[src/rtl/q15_sat_alu_if.sv]
// Operand/result handshake bundle for q15_sat_alu, plus accumulator and
// sticky-overflow status lines.
interface q15_sat_alu_if #(
    parameter int WIDTH = 64
);
    logic             in_valid;
    logic             in_ready;
    logic [1:0]       in_op;
    logic [WIDTH-1:0] in_a;
    logic [WIDTH-1:0] in_b;
    logic             out_valid;
    logic             out_ready;
    logic [WIDTH-1:0] out_data;
    logic             out_ovf;
    logic [WIDTH-1:0] acc_q;
    logic             sat_sticky;
    logic             sticky_clr;

    modport slave (
        input  in_valid, in_op, in_a, in_b, out_ready, sticky_clr,
        output in_ready, out_valid, out_data, out_ovf, acc_q, sat_sticky
    );

    modport master (
        output in_valid, in_op, in_a, in_b, out_ready, sticky_clr,
        input  in_ready, out_valid, out_data, out_ovf, acc_q, sat_sticky
    );
endinterface

[src/rtl/q15_sat_alu.sv]
// Two-stage saturating add/sub/accumulate unit with valid/ready on both sides.
// S1 holds the accepted beat; S2 holds the result and owns the accumulator.
module q15_sat_alu #(
    parameter int WIDTH = 64,
    parameter int FRAC  = 15
) (
    input  logic          clk,
    input  logic          rst_n,
    q15_sat_alu_if.slave  bus_io
);
    typedef enum logic [1:0] {OP_ADD = 2'd0, OP_SUB = 2'd1, OP_ACC = 2'd2, OP_LOAD = 2'd3} op_e;

    localparam logic [WIDTH-1:0] MAX_V = {1'b0, {(WIDTH-1){1'b1}}};
    localparam logic [WIDTH-1:0] MIN_V = {1'b1, {(WIDTH-1){1'b0}}};

    generate
        if (WIDTH < 4 || FRAC < 0 || FRAC >= WIDTH) begin : g_bad_cfg
            $error("q15_sat_alu: invalid WIDTH/FRAC combination");
        end
    endgenerate

    logic             s1_valid_q;
    op_e              s1_op_q;
    logic [WIDTH-1:0] s1_a_q;
    logic [WIDTH-1:0] s1_b_q;
    logic             out_valid_q;
    logic [WIDTH-1:0] out_data_q;
    logic             out_ovf_q;
    logic [WIDTH-1:0] acc_val_q;
    logic             sticky_q;

    logic             adv2;
    logic             in_ready;
    logic             xfer12;
    logic [WIDTH-1:0] lhs;
    logic [WIDTH-1:0] rhs;
    logic [WIDTH:0]   sum_x;
    logic [WIDTH-1:0] res_d;
    logic             ovf_d;

    assign adv2     = !out_valid_q || bus_io.out_ready;
    assign in_ready = !s1_valid_q || adv2;
    assign xfer12   = s1_valid_q && adv2;

    // ACC uses the accumulator as the first operand; its sign picks the rail.
    always_comb begin
        lhs   = (s1_op_q == OP_ACC) ? acc_val_q : s1_a_q;
        rhs   = (s1_op_q == OP_ACC) ? s1_a_q : s1_b_q;
        sum_x = (s1_op_q == OP_SUB) ? ({lhs[WIDTH-1], lhs} - {rhs[WIDTH-1], rhs})
                                    : ({lhs[WIDTH-1], lhs} + {rhs[WIDTH-1], rhs});
        ovf_d = (s1_op_q != OP_LOAD) && (sum_x[WIDTH] != sum_x[WIDTH-1]);
        if (s1_op_q == OP_LOAD) begin
            res_d = s1_a_q;
        end else if (ovf_d) begin
            res_d = lhs[WIDTH-1] ? MIN_V : MAX_V;
        end else begin
            res_d = sum_x[WIDTH-1:0];
        end
    end

    always_ff @(posedge clk or negedge rst_n) begin
        if (!rst_n) begin
            s1_valid_q <= 1'b0;
            s1_op_q    <= OP_ADD;
            s1_a_q     <= '0;
            s1_b_q     <= '0;
        end else if (bus_io.in_valid && in_ready) begin
            s1_valid_q <= 1'b1;
            s1_op_q    <= op_e'(bus_io.in_op);
            s1_a_q     <= bus_io.in_a;
            s1_b_q     <= bus_io.in_b;
        end else if (xfer12) begin
            s1_valid_q <= 1'b0;
        end
    end

    always_ff @(posedge clk or negedge rst_n) begin
        if (!rst_n) begin
            out_valid_q <= 1'b0;
            out_data_q  <= '0;
            out_ovf_q   <= 1'b0;
            acc_val_q   <= '0;
        end else if (xfer12) begin
            out_valid_q <= 1'b1;
            out_data_q  <= res_d;
            out_ovf_q   <= ovf_d;
            if (s1_op_q == OP_ACC || s1_op_q == OP_LOAD) begin
                acc_val_q <= res_d;
            end
        end else if (bus_io.out_ready) begin
            out_valid_q <= 1'b0;
        end
    end

    // A saturating transfer takes priority over a same-cycle clear.
    always_ff @(posedge clk or negedge rst_n) begin
        if (!rst_n) begin
            sticky_q <= 1'b0;
        end else if (xfer12 && ovf_d) begin
            sticky_q <= 1'b1;
        end else if (bus_io.sticky_clr) begin
            sticky_q <= 1'b0;
        end
    end

    assign bus_io.in_ready   = in_ready;
    assign bus_io.out_valid  = out_valid_q;
    assign bus_io.out_data   = out_data_q;
    assign bus_io.out_ovf    = out_ovf_q;
    assign bus_io.acc_q      = acc_val_q;
    assign bus_io.sat_sticky = sticky_q;
endmodule

[src/flat_wrapper.sv]
// flat-port wrapper written by rule: the top's interface ports become plain ports
module q15_sat_alu_flat 
#(
    parameter int WIDTH = 64,
    parameter int FRAC  = 15
)
  (clk, rst_n, bus_io_in_valid, bus_io_in_op, bus_io_in_a, bus_io_in_b, bus_io_out_ready, bus_io_sticky_clr, bus_io_in_ready, bus_io_out_valid, bus_io_out_data, bus_io_out_ovf, bus_io_acc_q, bus_io_sat_sticky);
  q15_sat_alu_if #(.WIDTH(WIDTH)) bus_io_i ();
  input  logic clk;
  input  logic rst_n;
  input wire logic [$bits(bus_io_i.in_valid)-1:0] bus_io_in_valid;
  input wire logic [$bits(bus_io_i.in_op)-1:0] bus_io_in_op;
  input wire logic [$bits(bus_io_i.in_a)-1:0] bus_io_in_a;
  input wire logic [$bits(bus_io_i.in_b)-1:0] bus_io_in_b;
  input wire logic [$bits(bus_io_i.out_ready)-1:0] bus_io_out_ready;
  input wire logic [$bits(bus_io_i.sticky_clr)-1:0] bus_io_sticky_clr;
  output wire logic [$bits(bus_io_i.in_ready)-1:0] bus_io_in_ready;
  output wire logic [$bits(bus_io_i.out_valid)-1:0] bus_io_out_valid;
  output wire logic [$bits(bus_io_i.out_data)-1:0] bus_io_out_data;
  output wire logic [$bits(bus_io_i.out_ovf)-1:0] bus_io_out_ovf;
  output wire logic [$bits(bus_io_i.acc_q)-1:0] bus_io_acc_q;
  output wire logic [$bits(bus_io_i.sat_sticky)-1:0] bus_io_sat_sticky;
  assign bus_io_i.in_valid = bus_io_in_valid;
  assign bus_io_i.in_op = bus_io_in_op;
  assign bus_io_i.in_a = bus_io_in_a;
  assign bus_io_i.in_b = bus_io_in_b;
  assign bus_io_i.out_ready = bus_io_out_ready;
  assign bus_io_i.sticky_clr = bus_io_sticky_clr;
  assign bus_io_in_ready = bus_io_i.in_ready;
  assign bus_io_out_valid = bus_io_i.out_valid;
  assign bus_io_out_data = bus_io_i.out_data;
  assign bus_io_out_ovf = bus_io_i.out_ovf;
  assign bus_io_acc_q = bus_io_i.acc_q;
  assign bus_io_sat_sticky = bus_io_i.sat_sticky;
  q15_sat_alu #(.WIDTH(WIDTH), .FRAC(FRAC)) u_core (.clk(clk), .rst_n(rst_n), .bus_io(bus_io_i));
endmodule
[config.mk]
export PLATFORM = sky130hd
export DESIGN_NAME = q15_sat_alu_flat
export DESIGN_NICKNAME = d
export VERILOG_FILES = /design/src/rtl/q15_sat_alu_if.sv /design/src/rtl/q15_sat_alu.sv /design/src/flat_wrapper.sv
export SDC_FILE = /design/constraint.sdc
export NUM_CORES = 1
export LEC_CHECK = 0
export CORE_ASPECT_RATIO = 1.25
export CORE_MARGIN = 10
export CORE_UTILIZATION = 35
export DETAILED_ROUTE_END_ITERATION = 7
export GPL_ROUTABILITY_DRIVEN = 0
export PLACE_DENSITY_LB_ADDON = 0.25
export SETUP_SLACK_MARGIN = 0.5
export SYNTH_ARGS = -nofsm -noshare
export SYNTH_HDL_FRONTEND = slang
export SYNTH_SLANG_ARGS = --single-unit
[constraint.sdc]
create_clock -name clk -period 21.9 [get_ports clk]
set_clock_uncertainty 0.1 [all_clocks]
set_input_delay 5.475 -clock clk [delete_from_list [all_inputs] [get_ports clk]]
set_output_delay 5.475 -clock clk [all_outputs]
set_load 0.01 [all_outputs]
==> impl_metrics.tcl <==
set metrics [dict create \
    status "finished, final reports clean" \
    leading_cell_types_in_the_layout_fill_and_taps_excluded "sky130_fd_sc_hd__nand2_1 (443), sky130_fd_sc_hd__clkdlybuf4s50_1 (265), sky130_fd_sc_hd__dfrtp_1 (260)" \
    cts_max_level 1 \
    timing.critical_path.from_type "input pin" \
    muxShareOfSynthArea_pct 12.1 \
    crit_path_cell_trace "clkdlybuf4s50_1 > nand3b_1 > clkdlybuf4s50_1" \
    holdCritStartpoint "u_core.bus_io.out_data[39]" \
    worst_ir_drop_vdd_uv 80.7 \
    proportion_of_power_drawn_by_the_clock_network_pct 16.1 \
    dr_total_vias 20037 \
    critical-path-slowest-cell "sky130_fd_sc_hd__clkdlybuf4s50_1" \
    routed_wl_um 80100 \
    cellLeakagePower_nw 10.2 \
    internal-power_mw 1.77 \
    maximum_number_of_pins_on_one_net_before_global_route_repair 73 \
    synth_compound_area_share_pct 21.4 \
    hold-path-endpoint "u_core.bus_io.out_data[39]" \
    drv.max_cap_violation_count 0 \
    endpoint_kind "output port" \
    clock_period_minus_final_worst_setup_slack_ns 12.28 \
    timing_worst_setup_path_type "input pin to output port" \
    pin_count 267 \
    root_buffer "sky130_fd_sc_hd__clkbuf_16" \
    netsw_mw 1.59 \
    final_antenna_net_count 0 \
    yosysWarnings 0 \
    fp.coreArea_um2 57300 \
    synth.top_cell.area_share_pct 32.3 \
    grt_usage_pct 22.3 \
    synth-edff-count 0 \
    cts.repair.resized 0 \
    drt_first_pass_iters 6 \
    tightest_slew_ns 1.24 \
    final.period_utilization_pct 56.1 \
    number_of_cells_on_the_worst_hold_path 2 \
    first_global_vias 19732 \
    numCtsBuffers 30 \
    drt_iter0_drc 1873 \
    routed_wire_length_per_instance_um 23.6 \
    synth-seq-cells 262 \
    post-dp-hpwl_um 59200 \
    timing.setup.tns_ns 0 \
    grt_first_pass_wirelength_um 121000 \
    fp.dieH_um 289 \
    post_cts_buffers 0 \
    mappedNetlistArea_um2 20300 \
    combinational_family_with_the_most_area_after_synthesis "compound AO/OA/AOI/OAI gates" \
    pwr_density_cell_nw_per_um2 137 \
    syn_nets 2673 \
    share_seq_of_total_power_pct 24.9 \
    layout.filler_cells 5668 \
    insertion_delay_ns 0.60 \
    timing.final.setup_violations 0 \
    clock_tree_from_tritoncts "yes" \
    yosys_most_used_dff "sky130_fd_sc_hd__dfrtp_1" \
    initial_antenna_violation_count 1 \
    power_switching_share_pct 47.3 \
    area_enclosed_by_the_die_boundary_um2 68100 \
    cp_data_arrival_time_ns 6.71 \
    reg2regPathDepth 25 \
    critical_path_peak_fanout 3 \
    die_w_um 235 \
    postSynthCellCount 2472 \
    ff_latch_area_um2 6560 \
    grt-ovfl-total 0 \
    placement_rows 98 \
    synth_top_cell_by_area "sky130_fd_sc_hd__dfrtp_1" \
    path_delay_family "buffers and inverters" \
    clk_path_buf_depth 3 \
    critical_path.n_buffers_inverters 2 \
    critical-path-max-stage-delay_ns 0.58 \
    final_design_area_no_fill_um2 24400 \
    timing.rr.end "u_core.bus_io.out_data[13]" \
    cts.sinks 262 \
    holdCritPathClass "flip-flop to flip-flop" \
    maxSlewHeadroom_pct 15.2 \
    dpl-instance-area_um2 23400 \
    via_per_inst 5.91 \
    part_of_the_yosys_area_used_for_sequential_elements_pct 32.3 \
    cp.required_ns 16.33 \
    report.final.hold_viol_count 0 \
    combPwrFrac_pct 59.0 \
    ys_top_cells_by_area "sky130_fd_sc_hd__dfrtp_1 (32%), sky130_fd_sc_hd__nand2_1 (8.3%), sky130_fd_sc_hd__mux2_2 (7.4%), sky130_fd_sc_hd__nor2_1 (4.7%), sky130_fd_sc_hd__mux2i_1 (4.6%)" \
    max_clock_freq_ghz 0.0814 \
    reg_clk_slew_reported_paths_ns 0.06 \
    multi_input_area_um2 12900 \
    placement.io_buffers 266 \
    yosys.cell_types.count 92 \
    residual_drc 0 \
    max_slew_violation_total_from_the_final_report 0 \
    synthArstFlopShare_pct 100 \
    synthAdderAreaFrac_pct 6.08 \
    r2r_setup_slack_ns 10.96 \
    drive_above_1_share_pct 10.0 \
    grt_setup_unrepaired "no" \
    synth_simple_gate_area_share_pct 20.6 \
    post_synth.cell_area_avg_um2 8.21 \
    worstReg2RegStart "u_core.s1_op_q[0]" \
    layout_commonest_cell "sky130_fd_sc_hd__nand2_1" \
    initial_utilization_pct 35.4 \
    cts.hold.buffers_added 0 \
    synth-xor-area-share_pct 3.20 \
    final_net_count 2819 \
    syn_to_final_growth_pct 20.3 \
    critPathMostFrequentCell "sky130_fd_sc_hd__clkdlybuf4s50_1" \
]
## how the worst max path moves through the flow
stage,start,to,depth (start not counted)
4_1_cts,bus_io_out_ready,bus_io_in_ready,3
6_report,bus_io_out_ready,bus_io_in_ready,3
2_1_floorplan,bus_io_out_ready,bus_io_in_ready,1
3_5_place_dp,bus_io_out_ready,bus_io_in_ready,3
3_3_place_gp,bus_io_out_ready,bus_io_in_ready,3
5_1_grt,bus_io_out_ready,bus_io_in_ready,3
## power groups by stage
stage               sequential (mW)  combinational [mW]  clock (mW)
finish                        0.835                1.98       0.541
global route                  0.854                2.16       0.572
CTS                           0.832                1.97       0.553
detailed placement            0.837                1.97           0
global placement              0.834                1.94           0
floorplan                     0.813                1.25           0
## routing by layer
layer / share of wire (%) / GRT usage [%] / vias up
met3: 6.6 / 2.78 / 125
li1: - / - / 9260
met2: 50 / 39.8 / 845
met4: 3.0 / 7.27 / 0
met1: 40 / 27.4 / 9807
met5: 0 / 0 / -
## worst min-delay path, stage by stage, from the launching register on
cell                      delay, ns
sky130_fd_sc_hd__dfrtp_1       0.34
sky130_fd_sc_hd__nand2_1       0.05
sky130_fd_sc_hd__o31ai_1       0.05
## synthesized netlist by cell type, drive strengths merged, types with 15 or more instances
library cell / count
inv: 33
dfrtp: 262
o211ai: 17
ha: 65
clkbuf: 124
nand2: 450
buf: 49
o221ai: 74
and3: 25
or3: 27
nand2b: 15
xnor2: 41
xor2: 31
mux2i: 94
nor2: 255
nor3: 62
o21ai: 144
a21o: 25
a21oi: 170
o31a: 18
nand3: 28
o31ai: 60
mux2: 133
a211oi: 35
nand4: 22
maj3: 40
## flip-flops by register name, summed over array words and instances (netlist names)
signal / cells
u_core.bus_io.acc_q: 64
u_core.bus_io.out_data: 64
u_core.s1_a_q: 64
u_core.s1_b_q: 64
u_core.s1_op_q: 2
u_core.bus_io.out_ovf: 1
u_core.bus_io.out_valid: 1
u_core.bus_io.sat_sticky: 1
u_core.s1_valid_q: 1
## cells by family (layout without fill, tap and decap cells)
group / count (synthesis) / count (layout)
AOI/OAI and AO/OA: 650 / 650
DFF: 262 / 262
adders and majority gates: 106 / 106
other: 0 / 1
and+or+nand+nor: 947 / 947
buffers and inverters: 208 / 378
muxes: 227 / 227
xor gates and xnor gates: 72 / 72
## through the flow
stage / power, mW / cells / util, % / hold slack (ns) / setup slack [ns]
floorplan: 2.06 / 2472 / - / 0.372 / 10.64
global placement: 2.77 / 3336 / 40.8 / 0.369 / 9.59
detailed placement: 2.80 / 3336 / 40.8 / 0.367 / 9.62
finish: 3.36 / 3393 / 42.6 / 0.376 / 9.62
global route: 3.58 / 3393 / 42.6 / 0.404 / 9.59
CTS: 3.36 / 3392 / 42.6 / 0.381 / 9.62
## area by class of cell
cell class	count	area share [%]
repair buffers	288	11.6
diodes	1	0.0102
multi-input cells	2002	52.9
well taps	750	3.84
flip-flops and latches	262	26.9
inverters	34	0.523
clock inverters	16	0.738
clock buffers	40	3.56
Power figures use the tool's default switching activity.
